--- src/rtl/pp_rd_burst_sched.sv ---
// Read-side burst scheduler for the ping-pong FIFO pair: drains FIFO0/FIFO1 alternately in
// full bursts (or a timed-out partial burst) into one valid/ready stream.
module pp_rd_burst_sched #(
    parameter int unsigned DATA_SIZE  = 16,
    parameter int unsigned DEPTH_SIZE = 10,
    parameter int unsigned BURST_LEN  = 64,
    parameter int unsigned FLUSH_TMO  = 256
) (
    input  logic                 rd_clk,
    input  logic                 rst_n,
    input  logic                 f0_empty,
    input  logic [DEPTH_SIZE:0]  f0_count,
    input  logic [DATA_SIZE-1:0] f0_dout,
    output logic                 f0_rd_en,
    input  logic                 f1_empty,
    input  logic [DEPTH_SIZE:0]  f1_count,
    input  logic [DATA_SIZE-1:0] f1_dout,
    output logic                 f1_rd_en,
    output logic                 out_valid,
    input  logic                 out_ready,
    output logic [DATA_SIZE-1:0] out_data,
    output logic                 out_sel,
    output logic                 out_last
);
    localparam int unsigned   CW       = DEPTH_SIZE + 1;
    localparam int unsigned   TW       = (FLUSH_TMO > 1) ? $clog2(FLUSH_TMO + 1) : 1;
    localparam logic [CW-1:0] BurstLen = CW'(BURST_LEN);
    localparam logic [TW-1:0] FlushTmo = TW'(FLUSH_TMO);

    typedef enum logic [0:0] {StIdle, StBurst} state_e;
    state_e state_q, state_d;

    logic [1:0]           empty, full_ok, tmo_ok;
    logic [1:0][CW-1:0]   count;
    logic [1:0][TW-1:0]   tmo_q, tmo_d;
    logic                 last_sel_q, sel_q, cand0;
    logic [CW-1:0]        len_q, beat_q, pick_len;
    logic                 pick_valid, pick, pick_full, start;
    logic                 credit_ok, issue, last_issue;
    logic                 infl_q, infl_sel_q, infl_last_q;
    logic [1:0]           occ_q, wr_ptr_q, rd_ptr_q;
    logic [DATA_SIZE-1:0] buf_data_q [3];
    logic [2:0]           buf_sel_q, buf_last_q;
    logic                 push, pop;

    assign empty = {f1_empty, f0_empty};
    assign count = {f1_count, f0_count};
    assign cand0 = ~last_sel_q;

    always_comb begin
        for (int n = 0; n < 2; n++) begin
            full_ok[n] = count[n] >= BurstLen;
            // count != 0 guards against a zero-length burst if count drops as the timer expires
            tmo_ok[n]  = (FLUSH_TMO != 0) && (tmo_q[n] == FlushTmo) && !empty[n] &&
                         (count[n] != '0);
        end
    end

    always_comb begin
        pick_valid = 1'b1;
        pick_full  = 1'b1;
        pick       = cand0;
        if (full_ok[cand0]) begin
            pick = cand0;
        end else if (full_ok[last_sel_q]) begin
            pick = last_sel_q;
        end else begin
            pick_full = 1'b0;
            if (tmo_ok[cand0])           pick = cand0;
            else if (tmo_ok[last_sel_q]) pick = last_sel_q;
            else                         pick_valid = 1'b0;
        end
        pick_len = pick_full ? BurstLen : count[pick];
    end

    assign start = (state_q == StIdle) && pick_valid;

    always_comb begin
        for (int n = 0; n < 2; n++) begin
            tmo_d[n] = tmo_q[n];
            if ((count[n] == '0) || full_ok[n] || (start && (pick == 1'(n)))) begin
                tmo_d[n] = '0;
            end else if (!((state_q == StBurst) && (sel_q == 1'(n))) &&
                         (tmo_q[n] != FlushTmo)) begin
                tmo_d[n] = tmo_q[n] + TW'(1);
            end
        end
    end

    // Credit covers both buffered words and the read whose data lands next cycle.
    assign credit_ok  = ({1'b0, occ_q} + {2'b00, infl_q}) < 3'd3;
    assign issue      = (state_q == StBurst) && credit_ok && !empty[sel_q];
    assign last_issue = issue && (beat_q == len_q - CW'(1));

    always_ff @(posedge rd_clk or negedge rst_n) begin
        if (!rst_n) state_q <= StIdle;
        else        state_q <= state_d;
    end

    always_comb begin
        state_d = state_q;
        unique case (state_q)
            StIdle:  if (pick_valid) state_d = StBurst;
            StBurst: if (last_issue) state_d = StIdle;
            default: state_d = StIdle;
        endcase
    end

    always_comb begin
        f0_rd_en = issue && !sel_q;
        f1_rd_en = issue && sel_q;
    end

    function automatic logic [1:0] ptr_inc(input logic [1:0] p);
        return (p == 2'd2) ? 2'd0 : p + 2'd1;
    endfunction

    assign push = infl_q;
    assign pop  = (occ_q != 2'd0) && out_ready;

    always_ff @(posedge rd_clk or negedge rst_n) begin
        if (!rst_n) begin
            last_sel_q  <= 1'b1;
            sel_q       <= 1'b0;
            len_q       <= '0;
            beat_q      <= '0;
            tmo_q       <= '0;
            infl_q      <= 1'b0;
            infl_sel_q  <= 1'b0;
            infl_last_q <= 1'b0;
            occ_q       <= 2'd0;
            wr_ptr_q    <= 2'd0;
            rd_ptr_q    <= 2'd0;
            buf_sel_q   <= '0;
            buf_last_q  <= '0;
            for (int i = 0; i < 3; i++) buf_data_q[i] <= '0;
        end else begin
            tmo_q       <= tmo_d;
            infl_q      <= issue;
            infl_sel_q  <= sel_q;
            infl_last_q <= last_issue;
            if (start) begin
                sel_q      <= pick;
                last_sel_q <= pick;
                len_q      <= pick_len;
                beat_q     <= '0;
            end else if (issue) begin
                beat_q <= beat_q + CW'(1);
            end
            if (push) begin
                buf_data_q[wr_ptr_q] <= infl_sel_q ? f1_dout : f0_dout;
                buf_sel_q[wr_ptr_q]  <= infl_sel_q;
                buf_last_q[wr_ptr_q] <= infl_last_q;
                wr_ptr_q             <= ptr_inc(wr_ptr_q);
            end
            if (pop) rd_ptr_q <= ptr_inc(rd_ptr_q);
            if (push && !pop)      occ_q <= occ_q + 2'd1;
            else if (!push && pop) occ_q <= occ_q - 2'd1;
        end
    end

    assign out_valid = occ_q != 2'd0;
    assign out_data  = buf_data_q[rd_ptr_q];
    assign out_sel   = buf_sel_q[rd_ptr_q];
    assign out_last  = buf_last_q[rd_ptr_q];

endmodule

--- config.mk ---
export PLATFORM = sky130hd
export DESIGN_NAME = pp_rd_burst_sched
export DESIGN_NICKNAME = d
export VERILOG_FILES = /design/src/rtl/pp_rd_burst_sched.sv
export SDC_FILE = /design/constraint.sdc
export NUM_CORES = 1
export LEC_CHECK = 0
export CAP_MARGIN = 20
export CELL_PAD_IN_SITES_DETAIL_PLACEMENT = 1
export CELL_PAD_IN_SITES_GLOBAL_PLACEMENT = 1
export CORE_ASPECT_RATIO = 0.9
export CORE_MARGIN = 2
export CORE_UTILIZATION = 42
export CTS_BUF_LIST = sky130_fd_sc_hd__clkbuf_16
export DETAILED_ROUTE_END_ITERATION = 8
export GPL_ROUTABILITY_DRIVEN = 0
export GPL_TIMING_DRIVEN = 0
export HOLD_SLACK_MARGIN = 0.06
export PLACE_DENSITY_LB_ADDON = 0.1
export SYNTH_ARGS = -nofsm -noshare
export SYNTH_HDL_FRONTEND = slang
export SYNTH_SLANG_ARGS = --single-unit
--- constraint.sdc ---
create_clock -name rd_clk -period 3.2 [get_ports rd_clk]
set_clock_uncertainty 0.2 [all_clocks]
set_input_delay 0.48 -clock rd_clk [delete_from_list [all_inputs] [get_ports rd_clk]]
set_output_delay 0.48 -clock rd_clk [all_outputs]
set_load 0.02 [all_outputs]
==> reports/metrics.csv, run 1 <==
metric,value,unit
DRC errors left,0,
share of layout cells above drive strength 1,5.515,%
status,completed,
unrepaired setup endpoints after global routing,no,
Yosys top cell by area,dfrtp_1,
postcts setup bufs,0,
Worst Tran Pin Value,981.0,ps
Mapped Area,5658,sq um
"count leader, synth",dfrtp_1,
worst rel slew slack,34.09,%
"FFs w/ async S/R, synth",100.0,%
final period demand of the worst path,3125,ps
reg-to-reg endpoint,tmo_q[9],
endpoint class of the critical path,output pin,
Routed WL,15150,um
area grow syn2layout,22.67,%
fin nets,753,
dominant synthesized flop cell,dfrtp_1,
share of the clock period used by the worst path,97.64,%
Detail Route met2 WL,7450,um
Num CTS Buffers,9,
"Reg clk slew, reported paths",70,ps
Place WS,121.3,ps
Yosys warning count,0,
average size of a mapped cell,9.509,sq um
GR Overflow Total,0,
Cells after Synth,595,
Core Region,13260,sq um
CTS tree,built,
Met1 Wirelength,7147,um
fmax,0.3200,GHz
CP max FO,10,
IO Count,80,
DRT iter0 DRCs,247,
die height,114.1,um
top cell type's share of synthesized area,46.44,%
die width,126.3,um
initial core utilization,42.66,%
pwr dens,744.0,nW/um^2
Rows,40,
Top Layer Used,met4,
max-slew violations,0,
detailed-route wire length per cell,17.68,um
Worst R2R Start,tmo_q[9],
hold path depth,2,
Max rail drop VDD,0.0003324,V
Final Setup Violations,0,
register bit total from synthesis,106,
number of global-route vias before repair,5077,
CP required,2520,ps
Worst setup SP type,flip-flop,
vias per inst,5.564,
worst reg2reg path depth,8,
setup_tns,0,ps
clock latency on the worst-skew pair,350,ps
Pre-antenna DRT Iters,4,
Post-Route Utilization,52.33,%
syn nets,663,
Hold Fails Final Rpt,0,
Synth top cells by count,"105 x dfrtp_1, 66 x o21ai_0, 65 x nand2_1, 57 x nor2_1, 38 x mux2i_1",
Worst R2R Setup Slack,130,ps
met3 WL,401,um
Yosys cell types,61,
Leak,2.988,nW
crit path capture,out_data[9],
Hold WS,281.7,ps
total power,5.164,mW
largest net degree at the start of global routing,63,
sequential fraction of the synthesis area,46.90,%
Max Root-Sink Buffers,2,
Die ar.,14420,sq um
CTS root buffer,clkbuf_16,
Max-Cap Viols,0,
PortBufs,78,
antenna fix cells,0,
Post-synth EDFFs,0,
clock sinks,106,
CP Class,reg2out,
remaining antenna violation count,0,
Worst Path Arrival,2440,ps
hold crit path type,reg2reg,
gr usage total,21.86,%
hpwl dp,11130,um
Final WS setup,75.46,ps
initial antenna violation count,0,
Vias,4768,
Critical Path Source,rd_ptr_q[1],
H-tree depth,3,
first-pass GRT wire length,25370,um
Area contributors post-synth,"dfrtp_1 46%, mux2i_1 6.7%, o21ai_0 5.8%",
-- flip-flops by register name, indices dropped and copies added (netlist names), 2 cells and up --
name	flops
len_q	11
rd_ptr_q	2
buf_sel_q	3
beat_q	11
buf_last_q	3
buf_data_q	48
occ_q	2
tmo_q	18
wr_ptr_q	2
-- critical path, stage by stage (launching register included) --
cell and delay (ps):
dfrtp_1 370, buf_1 600, mux2i_1 170, o21ai_0 290, clkdlybuf4s50_1 670
-- how the worst min path moves through the flow --
stage | startpoint | to
after global routing | buf_data_q[30] | buf_data_q[30]
after CTS | buf_data_q[6] | buf_data_q[6]
after global placement | buf_data_q[19] | buf_data_q[19]
after detailed placement | buf_data_q[25] | buf_data_q[25]
after floorplan | rst_n | beat_q[0]
final | buf_data_q[25] | buf_data_q[25]
-- metal layers --
| metal | up-vias | GRT usage, % |
|---|---|---|
| met5 | - | 0 |
| met2 | 51 | 37.86 |
| met4 | 0 | 5.201 |
| li1 | 2280 | - |
| met3 | 13 | 3.692 |
| met1 | 2424 | 28.83 |
-- power by group --
| part | total (mW) | switching (mW) | leakage [nW] | internal (mW) |
|---|---|---|---|---|
| combinational | 2.17 | 1.26 | 1.54 | 0.917 |
| sequential | 2.00 | 0.258 | 1.31 | 1.74 |
| clock | 0.993 | 0.480 | 0.136 | 0.513 |
| total | 5.16 | 1.99 | 2.99 | 3.17 |
-- layout make-up --
cell class	instances	area, sq um
inverters	16	60.06
plain buffers	33	145.1
clock buffers	9	225.2
flip-flops and latches	106	2654
multi-input cells	439	2799
fillers	1537	6322
repair buffers	80	818.3
clock inverters	6	28.78
well taps	168	210.2
-- what timing repair did --
action | 4_1_cts | 5_1_grt
hold buffers | 1 | 0
resized for setup | 2 | 3
setup endpoints to repair | 10 | 4
hold endpoints to repair | 44 | 0
-- cell families (layout without fill, tap and decap cells) --
logic type	count (synthesis)	count (layout)	synth area share [%]
AO/OA/AOI/OAI	132	132	14.33
buffers and inverters	50	144	3.627
AND/OR/NAND/NOR	214	214	19.00
XOR/XNOR	39	39	6.037
multiplexers	45	45	8.116
flip-flops	106	106	46.90
adder cells (fa/ha/maj)	9	9	1.990
-- stage by stage --
step	instance area [sq um]	cells
2_1_floorplan	5658	595
4_1_cts	6940	858
3_3_place_gp	6649	841
6_report	6940	857
5_1_grt	6940	857
3_5_place_dp	6674	842
-- layout by cell type, fill, tap and decap left out, drive strengths merged, types with 10 or more instances in the layout --
cell type      synthesis  routed
xnor2                 23      23
clkdlybuf4s50          0      76
dfrtp                105     105
clkbuf                25      34
inv                   16      19
nor3                  17      17
a21oi                 24      24
nor2                  57      57
nor4                  10      10
nand2                 65      65
o21ai                 67      67
nand4                 12      12
buf                    9      10
xor2                  16      16
mux2i                 38      38
No activity file was read; power rests on OpenSTA's default activity.
==> run 2, diff against run 1 <==
--- a/config.mk
+++ b/config.mk
@@ -5,7 +5,7 @@
 export SDC_FILE = /design/constraint.sdc
 export NUM_CORES = 1
 export LEC_CHECK = 0
-export CAP_MARGIN = 20
+export CAP_MARGIN = 30
 export CELL_PAD_IN_SITES_DETAIL_PLACEMENT = 1
 export CELL_PAD_IN_SITES_GLOBAL_PLACEMENT = 1
 export CORE_ASPECT_RATIO = 0.9
==> results of run 2 <==
No change in the layout: final DEF, timing and power equal those of run 1.
==> run 3, diff against run 2 <==
--- a/config.mk
+++ b/config.mk
@@ -9,7 +9,6 @@
 export CELL_PAD_IN_SITES_DETAIL_PLACEMENT = 1
 export CELL_PAD_IN_SITES_GLOBAL_PLACEMENT = 1
 export CORE_ASPECT_RATIO = 0.9
-export CORE_MARGIN = 2
 export CORE_UTILIZATION = 42
 export CTS_BUF_LIST = sky130_fd_sc_hd__clkbuf_16
 export DETAILED_ROUTE_END_ITERATION = 8
==> run 3 against run 2 <==
Critical path type unchanged. Die area shrank 3.3%. Sequential share of layout area shrank 0.29 points. Worst setup slack gained 97 ps. Register-to-register slack gained 240 ps. Flip-flop and latch count is the same. Largest cell class unchanged. Final area grew 0.78%. Routed wire length grew 3.1%. Via count grew 0.78%. Global-route usage grew 1.6 points. Cell count shrank 0.35%.
==> reports/metrics.csv, run 3 (synthesis gave the netlist of run 1 again) <==
metric,value,unit,change
Leak,3.006,nW,+0.62%
worst rel slew slack,33.16,%,-0.93 points
Final Setup Violations,0,,unchanged
placed cell area,6669,sq um,about the same
crit path capture,out_data[9],,
Max rail drop VDD,0.0003533,V,+6.3%
CP Class,reg2out,,
hpwl dp,11360,um,+2.0%
DRT iter0 DRCs,305,,+23%
CTS root buffer,clkbuf_16,,
remaining antenna violation count,0,,unchanged
fin nets,753,,unchanged
first-pass GRT wire length,26050,um,+2.7%
Routed WL,15620,um,+3.1%
fmax,0.3303,GHz,+3.2%
Rows,39,,-2.5%
area grow syn2layout,23.62,%,
Hold Fails Final Rpt,0,,unchanged
filler cell count,1465,,-4.7%
status,completed,,
CP required,2520,ps,about the same
max FFs per register,48,,unchanged
"Reg clk slew, reported paths",70,ps,about the same
number of global-route vias before repair,5073,,-0.079%
H-tree depth,3,,unchanged
die width,124.3,um,-1.6%
DRC errors left,0,,unchanged
antenna fix cells,0,,unchanged
largest net degree at the start of global routing,70,,+11%
initial core utilization,43.75,%,+1.1 points
Worst setup SP type,flip-flop,,
max-slew violations,0,,unchanged
Max Root-Sink Buffers,2,,unchanged
Largest regs,"buf_data_q x48, tmo_q x18",,
Vias,4805,,+0.78%
Worst R2R Setup Slack,370,ps,+240 ps
Final Non-Filler Cells,854,,-0.35%
unrepaired setup endpoints after global routing,no,,
Core Region,12930,sq um,-2.5%
Worst Tran Pin Value,994.9,ps,+13.89 ps
final period demand of the worst path,3027,ps,-97.39 ps
Pre-antenna DRT Iters,4,,unchanged
Num CTS Buffers,9,,unchanged
clock sinks,106,,unchanged
CP max FO,10,,unchanged
CTS tree,built,,
share of layout cells above drive strength 1,5.942,%,+0.43 points
initial antenna violation count,0,,unchanged
Critical Path Source,rd_ptr_q[1],,
vias per inst,5.626,,+1.1%
worst reg2reg path depth,8,,unchanged
detailed-route wire length per cell,18.29,um,+3.4%
"commonest non-fill, non-tap cell in the layout",dfrtp_1,,
clock latency on the worst-skew pair,350,ps,about the same
Inst Count DP,838,,-0.48%
Worst R2R Start,tmo_q[9],,
PortBufs,78,,unchanged
setup_tns,0,ps,unchanged
endpoint class of the critical path,output pin,,
gr usage total,23.42,%,+1.6 points
Max-Cap Viols,0,,unchanged
IO Count,80,,unchanged
Die ar.,13940,sq um,-3.3%
Worst Path Arrival,2350,ps,-90 ps
pwr dens,764.9,nW/um^2,+2.8%
GR Overflow Total,0,,unchanged
die height,112.1,um,-1.8%
hold crit path type,reg2reg,,
"commonest cells after routing, fill and taps aside","105 x dfrtp_1, 76 x clkdlybuf4s50_1, 66 x o21ai_0, 65 x nand2_1, 57 x nor2_1",,
reg-to-reg endpoint,tmo_q[10],,
largest register by flop count,buf_data_q,,
share of the clock period used by the worst path,94.60,%,-3.0 points
cell area after layout,6994,sq um,+0.78%
==> run 3: changes by cell type in the layout (fill, tap and decap cells not counted) <==
cell	change
clkinv_4	-1
clkinvlp_4	+2
bufinv_16	+2
inv_1	-1
clkinv_2	-1
buf_1	-1
clkbuf_2	+1
==> run 3: cell type report <==
type / instances / area (sq um) / area share (%)
Tap cell: 164 / 205.2 / 2.934
Timing Repair Buffer: 80 / 818.3 / 11.70
Inverter: 16 / 60.06 / 0.8587
Clock inverter: 7 / 86.33 / 1.234
Clock buffer: 9 / 225.2 / 3.220
Sequential cell: 106 / 2654 / 37.94
Multi-Input combinational cell: 439 / 2799 / 40.02
Buffer: 33 / 146.4 / 2.093
==> run 3: power breakdown <==
part | internal, mW | leakage, nW | switching (mW)
combinational | 0.916 | 1.54 | 1.26
sequential | 1.74 | 1.31 | 0.265
clock | 0.678 | 0.152 | 0.494
==> run 3: timing repair <==
action,4_1_cts,5_1_grt
endpoints found under the setup margin,10,5
hold buffers,1,0
pin swaps,0,0
resized for setup,2,3
endpoints found under the hold margin,37,0
setup buffers,0,0
==> run 3: how the worst min path moves through the flow <==
stage | start | endpoint | slack (ps) | depth (start not counted)
after global routing | buf_data_q[28] | buf_data_q[28] | 310 | 2
after floorplan | rst_n | beat_q[0] | -20 | 0
after detailed placement | buf_data_q[28] | buf_data_q[28] | 270 | 2
final | buf_data_q[10] | buf_data_q[10] | 290 | 2
after global placement | buf_data_q[27] | buf_data_q[27] | 260 | 2
after CTS | buf_data_q[28] | buf_data_q[28] | 290 | 2
==> run 3: through the flow <==
step / hold WS [ps] / worst slack, ps / total power, mW / utilization, %
CTS: 286.5 / 63.83 / 5.402 / 54.08
detailed placement: 270.4 / 56.10 / 4.187 / 51.57
floorplan: -15.59 / 734.3 / 3.259 / -
global route: 313.0 / 13.23 / 5.685 / 54.09
global placement: 261.1 / -2594 / 4.056 / 51.38
finish: 286.9 / 172.9 / 5.350 / 54.09
==> run 3: worst max-delay path, cell delays in order (launching register included) <==
cell	delay [ps]
dfrtp_1	400
nor2b_1	130
clkbuf_2	270
clkbuf_2	320
nand2_1	100
o21ai_0	110
clkdlybuf4s50_1	650
==> run 3: layer usage <==
| layer | share of wire, % | track usage (%) |
|---|---|---|
| met1 | 46 | 30.43 |
| met2 | 50 | 40.41 |
| met3 | 2.8 | 4.099 |
| met4 | 1.1 | 6.104 |
| met5 | 0 | 0 |
